`config.mk`:
```
export PLATFORM = sky130hd
export DESIGN_NAME = dat_mmio_bridge
export DESIGN_NICKNAME = d
export VERILOG_FILES = /design/src/rtl/dat_mmio_bridge.sv
export SDC_FILE = /design/constraint.sdc
export NUM_CORES = 1
export LEC_CHECK = 0
export ABC_CLOCK_PERIOD_IN_PS = 7500
export BUFFER_PORTS_ARGS = -buffer_cell sky130_fd_sc_hd__buf_2
export CAP_MARGIN = 40
export CORE_UTILIZATION = 55
export DETAILED_ROUTE_END_ITERATION = 6
export GPL_ROUTABILITY_DRIVEN = 1
export PLACE_DENSITY_LB_ADDON = 0.1
export RECOVER_POWER = 100
export SETUP_SLACK_MARGIN = 0.5
export SKIP_LAST_GASP = 1
export SYNTH_ARGS = -nofsm -noshare
export SYNTH_HDL_FRONTEND = slang
export SYNTH_SLANG_ARGS = --single-unit
```
`constraint.sdc`:
```
create_clock -name clk -period 7.5 [get_ports clk]
set_clock_uncertainty 0.1 [all_clocks]
set_input_delay 0.75 -clock clk [delete_from_list [all_inputs] [get_ports clk]]
set_output_delay 0.75 -clock clk [all_outputs]
set_load 0.005 [all_outputs]
```
`src/rtl/dat_mmio_bridge.sv`:
```
// Splits the core data port between data SRAM and an MMIO page holding an
// 8N1 UART transmitter with TX FIFO and a free-running cycle counter.
//
// state   | meaning
// --------+---------------------------------------------------------------
// S_IDLE  | line high, waiting for a FIFO entry
// S_START | driving the start bit (low) for CLK_DIV cycles
// S_DATA  | shifting out 8 data bits LSB first, CLK_DIV cycles each
// S_STOP  | driving the stop bit (high); chains straight into the next frame
module dat_mmio_bridge #(
  parameter logic [3:0] MMIO_BASE  = 4'hF,
  parameter int         CLK_DIV    = 16,
  parameter int         FIFO_DEPTH = 4
) (
  input  logic        clk,
  input  logic        rst,
  input  logic [15:0] dat_a,
  input  logic [3:0]  dat_we,
  input  logic [31:0] dat_wd,
  input  logic [3:0]  dat_re,
  output logic [31:0] dat_rd,
  output logic [15:0] sram_a,
  output logic [3:0]  sram_we,
  output logic [31:0] sram_wd,
  output logic [3:0]  sram_re,
  input  logic [31:0] sram_rd,
  output logic        uart_tx
);

  localparam int PW = $clog2(FIFO_DEPTH);
  localparam int CW = PW + 1;
  localparam int BW = $clog2(CLK_DIV);
  localparam logic [BW-1:0] BAUD_LAST = BW'(CLK_DIV - 1);

  localparam logic [1:0] S_IDLE  = 2'd0;
  localparam logic [1:0] S_START = 2'd1;
  localparam logic [1:0] S_DATA  = 2'd2;
  localparam logic [1:0] S_STOP  = 2'd3;

  logic [1:0]    state_q, state_d;
  logic [BW-1:0] baud_q, baud_d;
  logic [2:0]    bit_q, bit_d;
  logic [7:0]    shift_q, shift_d;
  logic          tx_q, tx_d;
  logic [7:0]    mem_q [FIFO_DEPTH];
  logic [7:0]    mem_d [FIFO_DEPTH];
  logic [PW-1:0] wr_ptr_q, wr_ptr_d, rd_ptr_q, rd_ptr_d;
  logic [CW-1:0] count_q, count_d;
  logic          ovf_q, ovf_d;
  logic [31:0]   mtime_q, mtime_d;
  logic          sel_q, sel_d;
  logic [31:0]   mmio_rd_q, mmio_rd_d;

  logic          mmio, full, empty, busy, baud_last;
  logic          push_req, push_ok, pop;
  logic [2:0]    idx;
  logic [31:0]   status, rd_val;

  always_comb begin
    mmio    = (dat_a[15:12] == MMIO_BASE);
    idx     = dat_a[4:2];
    sram_a  = dat_a;
    sram_wd = dat_wd;
    sram_we = mmio ? 4'h0 : dat_we;
    sram_re = mmio ? 4'h0 : dat_re;
    dat_rd  = sel_q ? mmio_rd_q : sram_rd;
    uart_tx = tx_q;
  end

  always_comb begin
    full   = (count_q == CW'(FIFO_DEPTH));
    empty  = (count_q == '0);
    busy   = (state_q != S_IDLE) || !empty;
    status = {16'h0, {(8 - CW){1'b0}}, count_q, 4'h0, ovf_q, empty, full, busy};
    case (idx)
      3'd1:    rd_val = status;
      3'd2:    rd_val = mtime_q;
      default: rd_val = 32'h0;
    endcase
  end

  always_comb begin
    state_d   = state_q;
    baud_d    = baud_q;
    bit_d     = bit_q;
    shift_d   = shift_q;
    tx_d      = tx_q;
    pop       = 1'b0;
    baud_last = (baud_q == BAUD_LAST);
    case (state_q)
      S_IDLE: begin
        tx_d   = 1'b1;
        baud_d = '0;
        if (!empty) begin
          pop     = 1'b1;
          shift_d = mem_q[rd_ptr_q];
          state_d = S_START;
          tx_d    = 1'b0;
        end
      end
      S_START: begin
        if (baud_last) begin
          baud_d  = '0;
          bit_d   = 3'd0;
          state_d = S_DATA;
          tx_d    = shift_q[0];
        end else begin
          baud_d = baud_q + BW'(1);
        end
      end
      S_DATA: begin
        if (baud_last) begin
          baud_d = '0;
          if (bit_q == 3'd7) begin
            state_d = S_STOP;
            tx_d    = 1'b1;
          end else begin
            shift_d = shift_q >> 1;
            tx_d    = shift_q[1];
            bit_d   = bit_q + 3'd1;
          end
        end else begin
          baud_d = baud_q + BW'(1);
        end
      end
      S_STOP: begin
        if (baud_last) begin
          baud_d = '0;
          // Chaining directly into START keeps back-to-back frames gapless.
          if (!empty) begin
            pop     = 1'b1;
            shift_d = mem_q[rd_ptr_q];
            state_d = S_START;
            tx_d    = 1'b0;
          end else begin
            state_d = S_IDLE;
          end
        end else begin
          baud_d = baud_q + BW'(1);
        end
      end
      default: state_d = S_IDLE;
    endcase
  end

  always_comb begin
    push_req = mmio && dat_we[0] && (idx == 3'd0);
    push_ok  = push_req && !full;
    mem_d    = mem_q;
    if (push_ok) mem_d[wr_ptr_q] = dat_wd[7:0];
    wr_ptr_d = push_ok ? wr_ptr_q + PW'(1) : wr_ptr_q;
    rd_ptr_d = pop ? rd_ptr_q + PW'(1) : rd_ptr_q;
    case ({push_ok, pop})
      2'b10:   count_d = count_q + CW'(1);
      2'b01:   count_d = count_q - CW'(1);
      default: count_d = count_q;
    endcase
    ovf_d = ovf_q;
    if (push_req && full) ovf_d = 1'b1;
    else if (mmio && dat_we[0] && (idx == 3'd1) && dat_wd[3]) ovf_d = 1'b0;
    mtime_d   = mtime_q + 32'd1;
    sel_d     = sel_q;
    mmio_rd_d = mmio_rd_q;
    // Sampled from pre-write state so a same-cycle write is not visible.
    if (|dat_re) begin
      sel_d     = mmio;
      mmio_rd_d = rd_val;
    end
  end

  always_ff @(posedge clk) begin
    if (rst) begin
      state_q   <= S_IDLE;
      baud_q    <= '0;
      bit_q     <= '0;
      shift_q   <= '0;
      tx_q      <= 1'b1;
      wr_ptr_q  <= '0;
      rd_ptr_q  <= '0;
      count_q   <= '0;
      ovf_q     <= 1'b0;
      mtime_q   <= '0;
      sel_q     <= 1'b1;
      mmio_rd_q <= '0;
    end else begin
      state_q   <= state_d;
      baud_q    <= baud_d;
      bit_q     <= bit_d;
      shift_q   <= shift_d;
      tx_q      <= tx_d;
      wr_ptr_q  <= wr_ptr_d;
      rd_ptr_q  <= rd_ptr_d;
      count_q   <= count_d;
      ovf_q     <= ovf_d;
      mtime_q   <= mtime_d;
      sel_q     <= sel_d;
      mmio_rd_q <= mmio_rd_d;
    end
  end

  always_ff @(posedge clk) begin
    mem_q <= mem_d;
  end

endmodule

```
==> results.md <==
- RSZ-0062 raised after global routing: no
- Leakage: 2.505 nW
- Post-route DRC: 0
- Layout Nets: 739
- Starting density of the core: 0.5729
- Hold path endpoint: baud_q[0]
- Detailed Route WL: 12.85 mm
- Hold Startpoint: baud_q[0]
- Hold Path Cell Cnt: 1
- Highest clock rate: 220.3 MHz
- Area leader, netlist: dfxtp_1
- FF-to-FF End: shift_q[0]
- Synth warn: 0
- Post-CTS Setup Bufs: 0
- MaxCap Viol Count: 2
- Post-synthesis sequential element count: 123
- Crit Path Max Fanout: 18
- Status: complete, but fails checks
- Global-route wire length before repair: 21.00 mm
- Post-route non-filler standard cell count: 783
- Vias in the first global route: 4289
- Layout cells sized above 1: 0.2535
- Comb pwr share: 0.105
- Core Rows: 37
- Endpoints failing setup: 0
- Core box area: 0.01046 mm²
- Ant diodes: 0
- Sequential area share after synthesis: 0.4642
- Antenna violations before repair: 0
- Die Span X: 106.4 µm
- Final cycle utilization of the critical path: 0.6051
- Worst-case clock buffer depth: 2
- Chip height: 106.4 µm
- DRT iter0 DRCs: 242
- Mapped Nets: 684
- Int Power: 1.362 mW
- Fin. Hold Viols: 0
- Crit start category: register
- Critical Path AT: 4.68 ns
- Cells after synthesis: 579
- Wire per inst: 16.41 µm
- Cells after DPL: 751
- PortBufs: 112
- Crit Path Class: reg2reg
- Power after layout: 1.766 mW
- GRT overflow: 0
- M3 GR Usage: 0.05212
- Met2 usage: 0.3905
- R2R depth: 5
- Post-synth EDFFs: 32
- # resized after CTS: 0
- Reg2reg setup slack: 2.96 ns
- Total track usage: 0.2398
- Cts bufs inserted: 17
- Hold Crit Class: reg2reg
- Vias/cell: 5.723
- Crit path from: state_q[0]
- VDD IR max: 0.0001497 V
- Net Switching: 0.4039 mW
- Top cells by area, synth: dfxtp_1 (30%), edfxtp_1 (16%), mux2_2 (6.4%)
- Slew Limit Fails: 96
- Mean Syn Cell Area: 10.35 µm²
- Largest net degree at the start of global routing: 80
- Clk sinks: 123
- Detailed Routing Iterations Pass 1: 5
- Cts hold-fix bufs: 0
- Final setup TNS: 0 ns
- Flop pwr share: 0.413
- Synth cell types: 49
- Synth-to-layout area growth: 14.07%
- CTS tree: done
- DRT antenna net count: 0
- Primary FF master, synth: dfxtp_1
- Violated checks: max-capacitance violations, max-slew violations
- DP HPWL: 8.669 mm
- Synth Cell Area: 0.005994 mm²
- Async S/R FF share, synth: 0
- Measured slew at the worst slew-check pin: 3.453 ns
- Finished Cell Area: 0.006838 mm²
- GRT met1 Usage: 0.3029
- Sw Ratio: 0.2287
- GPL Wtd Cong: 0.7449
- Min Clock Period, post-route: 4.538 ns
- Root buf cell: clkbuf_8
- Clk slew on worst S/H paths: 0.06 ns
- Vias: 4481
- Synth top area share: 0.3039
- Rel. slew slack: -1.302
- Total of fill cells in the finished design: 885
- H-tree depth: 4
- GR peak layer: met2
- Worst Setup End Kind: register
- R2R Path Start: state_q[0]
- Worst path required time: 7.65 ns
- Clock power share: 0.483
- Clk Latency, worst-skew pair: 0.52 ns
- Cell Pwr Density: 258.3 mW/mm²
- # IOs: 179
- Placed cell areas: 0.006297 mm²
- Die footprint: 0.01132 mm²
layer usage:
layer	vias to the layer above	routed length, µm	part of all wire
met3	37	649	0.051
li1	2177	-	-
met4	0	323	0.025
met2	149	6113	0.48
met5	-	0	0
met1	2118	5763	0.45
cell type report:
| type | instances | area [µm²] | share of cell area |
|---|---|---|---|
| multi-input cells | 362 | 2655 | 0.3883 |
| well taps | 136 | 170.2 | 0.02489 |
| flip-flops and latches | 123 | 2783 | 0.4070 |
| repair buffers | 118 | 565.5 | 0.08271 |
| clock inverters | 14 | 201.4 | 0.02946 |
| inverters | 12 | 45.04 | 0.006587 |
| clock buffers | 18 | 417.9 | 0.06112 |
cells in the mapped netlist, types with 7 or more instances:
master	instances
dfxtp_1	91
mux2i_1	11
a211oi_1	7
a21oi_1	26
mux4_2	8
xor2_1	10
inv_1	12
nand4_1	8
o21ai_0	9
a22oi_1	25
or3_1	8
ha_1	14
nor2_1	65
and2_1	17
buf_4	49
nand3_1	14
o31ai_1	11
nand2_1	19
a222oi_1	8
clkbuf_1	26
mux2_2	34
edfxtp_1	32
or4_1	10
layout by cell type, fill, tap and decap left out, types with 11 or more instances in the layout:
master     synthesis  routed
edfxtp_1          32      32
mux2_2            34      33
ha_1              14      14
nor2_1            65      65
dfxtp_1           91      91
nand3_1           14      14
a22oi_1           25      25
inv_1             12      12
o31ai_1           11      11
a21oi_1           26      26
nand2_1           19      19
buf_2              1      86
clkbuf_1          26      26
mux2i_1           11      11
clkbuf_16          0      16
worst max-delay path: stages (launching register included):
cell	delay, ns
dfxtp_1	0.36
inv_1	0.12
ha_1	0.48
or3_1	0.49
a2111oi_0	2.50
a211oi_1	0.22
power by group through the flow:
stage               combinational (mW)  sequential (mW)  clock (mW)
detailed placement               0.191            0.743           0
floorplan                        0.156            0.730           0
global route                     0.207            0.733       0.895
CTS                              0.192            0.729       0.861
global placement                 0.183            0.742           0
finish                           0.185            0.729       0.852
flip-flops by register name, summed over array words and instances (netlist names):
name,cells
shift_q,8
wr_ptr_q,2
mem_q,32
bit_q,3
ovf_q,1
mmio_rd_q,32
uart_tx,1
sel_q,1
state_q,2
mtime_q,32
rd_ptr_q,2
count_q,3
baud_q,4
cells by family after synthesis:
logic type               count (synthesis)  synth area share
XOR/XNOR                                16           0.02338
flip-flops                             123            0.4642
buffers and inverters                   94           0.09225
adder cells (fa/ha/maj)                 15           0.03256
AO/OA/AOI/OAI                           95            0.1123
multiplexers                            53            0.1123
AND/OR/NAND/NOR                        183            0.1630
metrics by stage:
stage / hold slack, ns / setup WS (ns) / utilization
global placement: 0.3272 / 4.721 / 0.5993
finish: 0.3456 / 2.962 / 0.6536
global route: 0.3715 / 2.267 / 0.6536
CTS: 0.3377 / 4.557 / 0.6611
floorplan: 0.3175 / 4.836 / -
detailed placement: 0.3354 / 4.616 / 0.6019
worst max-delay path by stage:
stage	end	slack (ns)	cells past startpoint
4_1_cts	dat_rd[0]	4.56	3
2_1_floorplan	count_q[2]	4.84	10
3_3_place_gp	count_q[2]	4.72	10
6_report	shift_q[0]	2.96	5
3_5_place_dp	count_q[2]	4.62	10
5_1_grt	shift_q[3]	2.27	5
Note: power is estimated with default switching activity, not from simulation.
